**config.mk**
```make
export PLATFORM = sky130hd
export DESIGN_NAME = pipelined_add_sub
export DESIGN_NICKNAME = d
export VERILOG_FILES = /design/src/rtl/pipelined_add_sub.sv
export SDC_FILE = /design/constraint.sdc
export NUM_CORES = 1
export LEC_CHECK = 0
export ABC_AREA = 1
export CAP_MARGIN = 5
export CORE_ASPECT_RATIO = 0.5
export CORE_MARGIN = 10
export CORE_UTILIZATION = 25
export CTS_BUF_LIST = sky130_fd_sc_hd__clkbuf_16
export DETAILED_ROUTE_END_ITERATION = 10
export PLACE_DENSITY = 0.54
export SKIP_LAST_GASP = 1
export SLEW_MARGIN = 40
export SYNTH_ARGS = -nofsm -noshare
export SYNTH_HDL_FRONTEND = slang
export SYNTH_SLANG_ARGS = --single-unit
```
**constraint.sdc**
```tcl
create_clock -name clk -period 5.8 [get_ports clk]
set_input_delay 0.58 -clock clk [delete_from_list [all_inputs] [get_ports clk]]
set_output_delay 0.58 -clock clk [all_outputs]
set_load 0.01 [all_outputs]
```
**src/rtl/pipelined_add_sub.sv**
```systemverilog
`default_nettype none
// ============================================================================
//  Module   : pipelined_add_sub
//  Purpose  : N-bit adder/subtractor that resolves CHUNK bits per stage.
//             It has a global-stall valid/ready pipeline and produces the
//             cout, ovf and zero flags.
//             Optional macro PIPELINED_ADD_SUB_SAT_EN adds a signed
//             saturation input (sat).
//  Revision : 1.0  initial release
// ============================================================================
module pipelined_add_sub #(
    parameter int N     = 32,
    parameter int CHUNK = 8
) (
    input  logic         clk,
    input  logic         rst,
    input  logic         in_valid,
    output logic         in_ready,
    input  logic [N-1:0] a,
    input  logic [N-1:0] b,
    input  logic         sub,
    input  logic         cin,
`ifdef PIPELINED_ADD_SUB_SAT_EN
    input  logic         sat,
`endif
    output logic         out_valid,
    input  logic         out_ready,
    output logic [N-1:0] s,
    output logic         cout,
    output logic         ovf,
    output logic         zero
);

    localparam int STAGES = N / CHUNK;
    localparam logic [N-1:0] c_sat_max = {1'b0, {(N-1){1'b1}}};

    logic         w_adv;

    // Per-stage state: resolved low sum bits, operands still to be added,
    // and the carry into the next slice.
    logic         r_vld [STAGES];
    logic [N-1:0] r_a   [STAGES];
    logic [N-1:0] r_b   [STAGES];
    logic [N-1:0] r_sum [STAGES];
    logic         r_c   [STAGES];
`ifdef PIPELINED_ADD_SUB_SAT_EN
    logic         r_sat [STAGES];
`endif

    logic [N-1:0] r_s;
    logic         r_cout;
    logic         r_ovf;
    logic         r_zero;

    // Stall is global: the whole pipe moves only when the head can drain.
    assign w_adv     = !r_vld[STAGES-1] || out_ready;
    assign in_ready  = w_adv && !rst;
    assign out_valid = r_vld[STAGES-1];
    assign s         = r_s;
    assign cout      = r_cout;
    assign ovf       = r_ovf;
    assign zero      = r_zero;

    genvar k;
    for (k = 0; k < STAGES; k++) begin : g_stage
        logic           w_vld_in;
        logic [N-1:0]   w_a_in;
        logic [N-1:0]   w_b_in;
        logic [N-1:0]   w_sum_in;
        logic           w_c_in;
        logic [CHUNK:0] w_slice;
        logic [N-1:0]   w_sum_out;
`ifdef PIPELINED_ADD_SUB_SAT_EN
        logic           w_sat_in;
`endif

        if (k == 0) begin : g_head
            assign w_vld_in = in_valid && in_ready;
            assign w_a_in   = a;
            assign w_b_in   = sub ? ~b : b;
            assign w_c_in   = cin;
            assign w_sum_in = '0;
`ifdef PIPELINED_ADD_SUB_SAT_EN
            assign w_sat_in = sat;
`endif
        end else begin : g_body
            assign w_vld_in = r_vld[k-1];
            assign w_a_in   = r_a[k-1];
            assign w_b_in   = r_b[k-1];
            assign w_c_in   = r_c[k-1];
            assign w_sum_in = r_sum[k-1];
`ifdef PIPELINED_ADD_SUB_SAT_EN
            assign w_sat_in = r_sat[k-1];
`endif
        end

        assign w_slice = {1'b0, w_a_in[k*CHUNK +: CHUNK]}
                       + {1'b0, w_b_in[k*CHUNK +: CHUNK]}
                       + {{CHUNK{1'b0}}, w_c_in};

        always_comb begin
            w_sum_out                    = w_sum_in;
            w_sum_out[k*CHUNK +: CHUNK]  = w_slice[CHUNK-1:0];
        end

        always_ff @(posedge clk) begin
            if (rst) begin
                r_vld[k] <= 1'b0;
            end else if (w_adv) begin
                r_vld[k] <= w_vld_in;
            end
        end

        if (k < STAGES - 1) begin : g_fwd
            always_ff @(posedge clk) begin
                if (w_adv && w_vld_in) begin
                    r_a[k]   <= w_a_in;
                    r_b[k]   <= w_b_in;
                    r_sum[k] <= w_sum_out;
                    r_c[k]   <= w_slice[CHUNK];
`ifdef PIPELINED_ADD_SUB_SAT_EN
                    r_sat[k] <= w_sat_in;
`endif
                end
            end
        end else begin : g_last
            logic         w_c_msb;
            logic         w_ovf;
            logic [N-1:0] w_s;

            // Carry into the MSB is recovered from the MSB sum bit.
            assign w_c_msb = w_a_in[N-1] ^ w_b_in[N-1] ^ w_sum_out[N-1];
            assign w_ovf   = w_c_msb ^ w_slice[CHUNK];

`ifdef PIPELINED_ADD_SUB_SAT_EN
            // On overflow both operands share a sign, which is the true sign.
            always_comb begin
                w_s = w_sum_out;
                if (w_sat_in && w_ovf) begin
                    w_s = w_a_in[N-1] ? ~c_sat_max : c_sat_max;
                end
            end
`else
            assign w_s = w_sum_out;
`endif

            always_ff @(posedge clk) begin
                if (rst) begin
                    r_s    <= '0;
                    r_cout <= 1'b0;
                    r_ovf  <= 1'b0;
                    r_zero <= 1'b0;
                end else if (w_adv && w_vld_in) begin
                    r_s    <= w_s;
                    r_cout <= w_slice[CHUNK];
                    r_ovf  <= w_ovf;
                    r_zero <= (w_s == '0);
                end
            end
        end
    end

endmodule
`default_nettype wire

```
# Word level (Yosys, flattened, before mapping)
# Memories as Yosys holds them, arrays and structs flattened.
# Cells that the tools add are included.
# classes
n_addsub,8
n_mul,0
n_div,0
order_cmp,0
eq_ne,0
shifts,0
n_mux,16
bitwise_logic,8
n_reduce_logical,10
# ops
op,n
8-bit by 8-bit adder with 9-bit output,4
9-bit by 1-bit adder with 9-bit output,4
32-bit zero test,1
32-bit two-way mux,1
32-bit inverter,1
1-bit two-way mux,15
1-bit logical AND,6
1-bit OR,4
1-bit bitwise XOR,3
1-bit zero test,2
1-bit logical OR,1
# word_totals
regBits,35
latch_bits,0
ram_bits,392
rom_bits,0
inputBits,70
word_cells,51
memories,5
# mem_list
name,words,word_bits,rd,rd_ports_with_merged_regs,wr,line_no,rtl
r_a,4,32,3,0,3,42,logic [N-1:0] r_a [STAGES];
r_b,4,32,3,0,3,43,logic [N-1:0] r_b [STAGES];
r_sum,4,32,3,0,3,44,logic [N-1:0] r_sum [STAGES];
r_c,4,1,3,0,3,45,logic r_c [STAGES];
r_vld,4,1,4,0,4,41,logic r_vld [STAGES];

# Logic depth before layout (Yosys ltp)
# An unclocked memory read counts as a cell.
# depth
word_depth,8
depth_mapped,14
ltp_nobuf,13

# Least setup slack after synthesis
# OpenSTA, ideal clock, no wires.
# synth_path
path_kind,input to register
startpoint,input out_ready
endpoint,"memory r_a[0][10], enable pin"
setup_time_ns,0.472
arrival_ns,3.467
required_time_ns,5.328
path_slack_ns,1.861
cell_stages,6
path_cell_list,inv_1 nand2_1 inv_1 nor2_1 inv_1 nor2_1
# synth_rtl
item,line_no,rtl
from (decl),27,"input logic out_ready,"
to (decl),42,

# Worst setup path after layout
# layout_path
startpoint,input out_ready
endpoint,output in_ready
# layout_between
elab_chain_len,2
# layout_rtl
item,line_no,rtl
1-bit logical OR,56,assign w_adv = !r_vld[STAGES-1] || out_ready;
1-bit logical AND,57,assign in_ready = w_adv && !rst;
to (decl),18,"output logic in_ready,"
# No other way between the ends.

==> results.md <==
- Root Driver: clkbuf_16
- Post-CTS Setup Inserts: 0
- Cts repair resizes: 0
- Initial antenna violation count: 0
- Rows: 44
- TritonCTS clock tree: built
- Worst Hold Launch: r_b[0][28]
- ANT cells: 0
- Met3 Use GR: ~1.9%
- Seq/Total Area, Yosys: 69.31%
- Yosys cell types: 29
- Post-Synthesis Cells: 577
- Count of pins over their slew limit: 0
- Tmin final: 2.566 ns
- WP data arrival: 1.99 ns
- Share of cells above drive strength 1: 7.214%
- Area growth from synthesis to layout: 28.79%
- Largest net degree at the start of global routing: 53
- Largest area contributor in the synthesized netlist: edfxtp_1
- GPL Wtd Cong: approximately 0.76
- Layout Skew: 0.01015 ns
- DPL Wire Length: 11.15 mm
- Clk buf depth: 2
- Final setup violation count: 0
- DRC viols: 0
- Final net count: 800
- Ys Warns: 0
- Worst Path Max Fanout: 4
- VDD IR max: between 0.2 and 0.25 mV
- Commonest cells in the synthesized netlist: edfxtp_1, nor2_1, inv_1
- Worst endpoint required time: roughly 5.2 ns
- Hold EP: r_b[0][60]
- Clock latency on the worst-skew pair: 0.42 ns
- Final hold slack: 0.4105 ns
- CTS H-Tree Depth: 4
- Reg-to-Reg End: r_c[0][2]
- Drt initial violations: 150
- Grt met1 use: under 10%
- Post-synthesis register bit count: between 150 and 200
- Tightest Hold Check Type: reg2reg
- Pleak: 3.670 nW
- Vias in the first global route: around 4,500
- Flop-to-flop setup slack: around 3.6 ns
- Placed insts: 1,066
- MaxCap Viol Count: 0
- Synth top area share: around 60%
- R2r worst-path depth: 12
- Result of the run: complete, no violations
- Ranking of synthesized cells by area: edfxtp_1, dfxtp_1, xor2_1
- Via count: roughly 4,300
- Endpoint type of the worst setup path: output pin
- Worst slew margin: a little under half
- # IOs: roughly 110
- Core ar.: around 0.029 mm²
- Post-synth EDFFs: about 150
- RSZ-0062 raised after global routing: false
- PortBufs: approximately 110
- Syn nets: approximately 680
- Worst slew pin tran: 0.7923 ns
- Aggregate negative setup slack: 0 ns
- Total power: around 3 mW
- Mapped Avg Cell Area: about 13 µm²
- Die footprint: approximately 0.038 mm²
- Wire length per cell: 13.29 µm
- CTS Sinks: about 190
- Routed WL: about 15 mm
- Startpoint Class: primary input
- Async S/R FF share, synth: 0%
- Busiest grt layer: met2
- Die width: ~270 µm
- CTS clock-pin slew for the worst setup and hold paths: approximately 0.07 ns
- Top-count cell post-synth: edfxtp_1
- Pwr dens: around 310 mW/mm²
- Initial DRT Pass Iterations: 5
- F_max: a little under 400 MHz
- Wire length of the first global-routing pass: 23.23 mm
- Grt ovf: 0
- Antenna viol nets, final: 0
- CTS Hold Bufs: 0
- Layout fillers: a little under 3,000
- R2R Path Start: r_a[0][48]
- Via density: between 3 and 4
- Final Non-Filler Cells: approximately 1,100
- Worst Hold Depth: 0
- Critical path class: in2out
- Footprint of the multi-input gates: 0.002052 mm²
- Final worst-path cycle share: between 40% and 50%
- Fin. Hold Viols: 0
- Sequential cell area: 0.005235 mm²
- Post-layout util: 33.09%
- Post-synth top flop: edfxtp_1
- Initial core utilization: between 20% and 30%
- GRT Util Overall: between 7 and 8%
- Cell area after synthesis: 0.007553 mm²
- Met2 Resource Use GR: between 10% and 20%
- CTS buffer count: 17
- Vert. Die Dim: between 100 and 150 µm
[power breakdown]
| group | switching [mW] | internal (mW) | leakage, nW | total [mW] |
|---|---|---|---|---|
| Clock | 0.483 | 0.679 | 0.293 | 1.16 |
| Combinational | 0.164 | 0.147 | 1.67 | 0.311 |
| Sequential | 0.0279 | 1.54 | 1.70 | 1.57 |
[cells in the final DEF, fill, tap and decap left out, drive strengths merged]
| cell | count |
|---|---|
| o211ai | 7 |
| fa | 8 |
| clkdlybuf4s50 | 105 |
| o21a | 1 |
| a21oi | 27 |
| nand3 | 13 |
| nor2 | 81 |
| clkinvlp | 1 |
| o21ai | 33 |
| ha | 28 |
| dfxtp | 35 |
| bufinv | 3 |
| o21bai | 3 |
| xor2 | 47 |
| inv | 62 |
| a31oi | 1 |
| nand4 | 8 |
| nand3b | 1 |
| clkinv | 9 |
| buf | 7 |
| edfxtp | 151 |
| xnor2 | 6 |
| clkbuf | 17 |
| nand2 | 53 |
[final cells by class]
type / instances / share of cell area (%)
Sequential cell: 186 / 53.81
Multi-Input combinational cell: 317 / 21.09
Timing Repair Buffer: 112 / 11.60
Tap cell: 391 / 5.029
Clock buffer: 17 / 4.373
Inverter: 60 / 2.315
Clock inverter: 15 / 1.775
[how the worst max path moves through the flow]
stage                   start  cells past startpoint          to  slack (ns)
finish              out_ready                      6    in_ready        3.23
global route        out_ready                      6    in_ready        3.14
CTS                 out_ready                      6    in_ready        3.22
detailed placement        sub                     13   r_c[0][0]        2.88
global placement          sub                     13   r_c[0][0]        2.98
floorplan           out_ready                      6  r_a[0][10]        1.86
[routing by layer]
layer	vias to the layer above	wire, µm
met5	-	0
met4	0	117
met3	9	351
met2	44	8313
met1	2061	5808
li1	2204	-
[registers in the layout, indices dropped and copies added (netlist names)]
name / flops
zero: 1
r_b: 48
cout: 1
r_sum: 48
s: 32
r_a: 48
r_c: 3
ovf: 1
r_vld: 4
[logic make-up after synthesis]
| logic type | share of synthesized area, % |
|---|---|
| flops | 69.31 |
| simple gates | 8.763 |
| buf+inv | 3.826 |
| compound gates | 5.201 |
| xor+xnor | 6.145 |
| fa+ha+maj | 6.758 |
[per-stage QoR]
| step | instance area [µm²] | setup WS, ns |
|---|---|---|
| floorplan | 7553 | 1.861 |
| global placement | 9087 | 2.978 |
| detailed placement | 9130 | 2.881 |
| CTS | 9728 | 3.218 |
| global route | 9728 | 3.142 |
| finish | 9728 | 3.234 |
[worst max-delay path: stages]
cell             delay (ns)
clkdlybuf4s50_1        0.45
inv_1                  0.04
nand2_1                0.08
inv_1                  0.12
nor2_1                 0.15
clkdlybuf4s50_1        0.57
(Power assumes the default switching activity.)
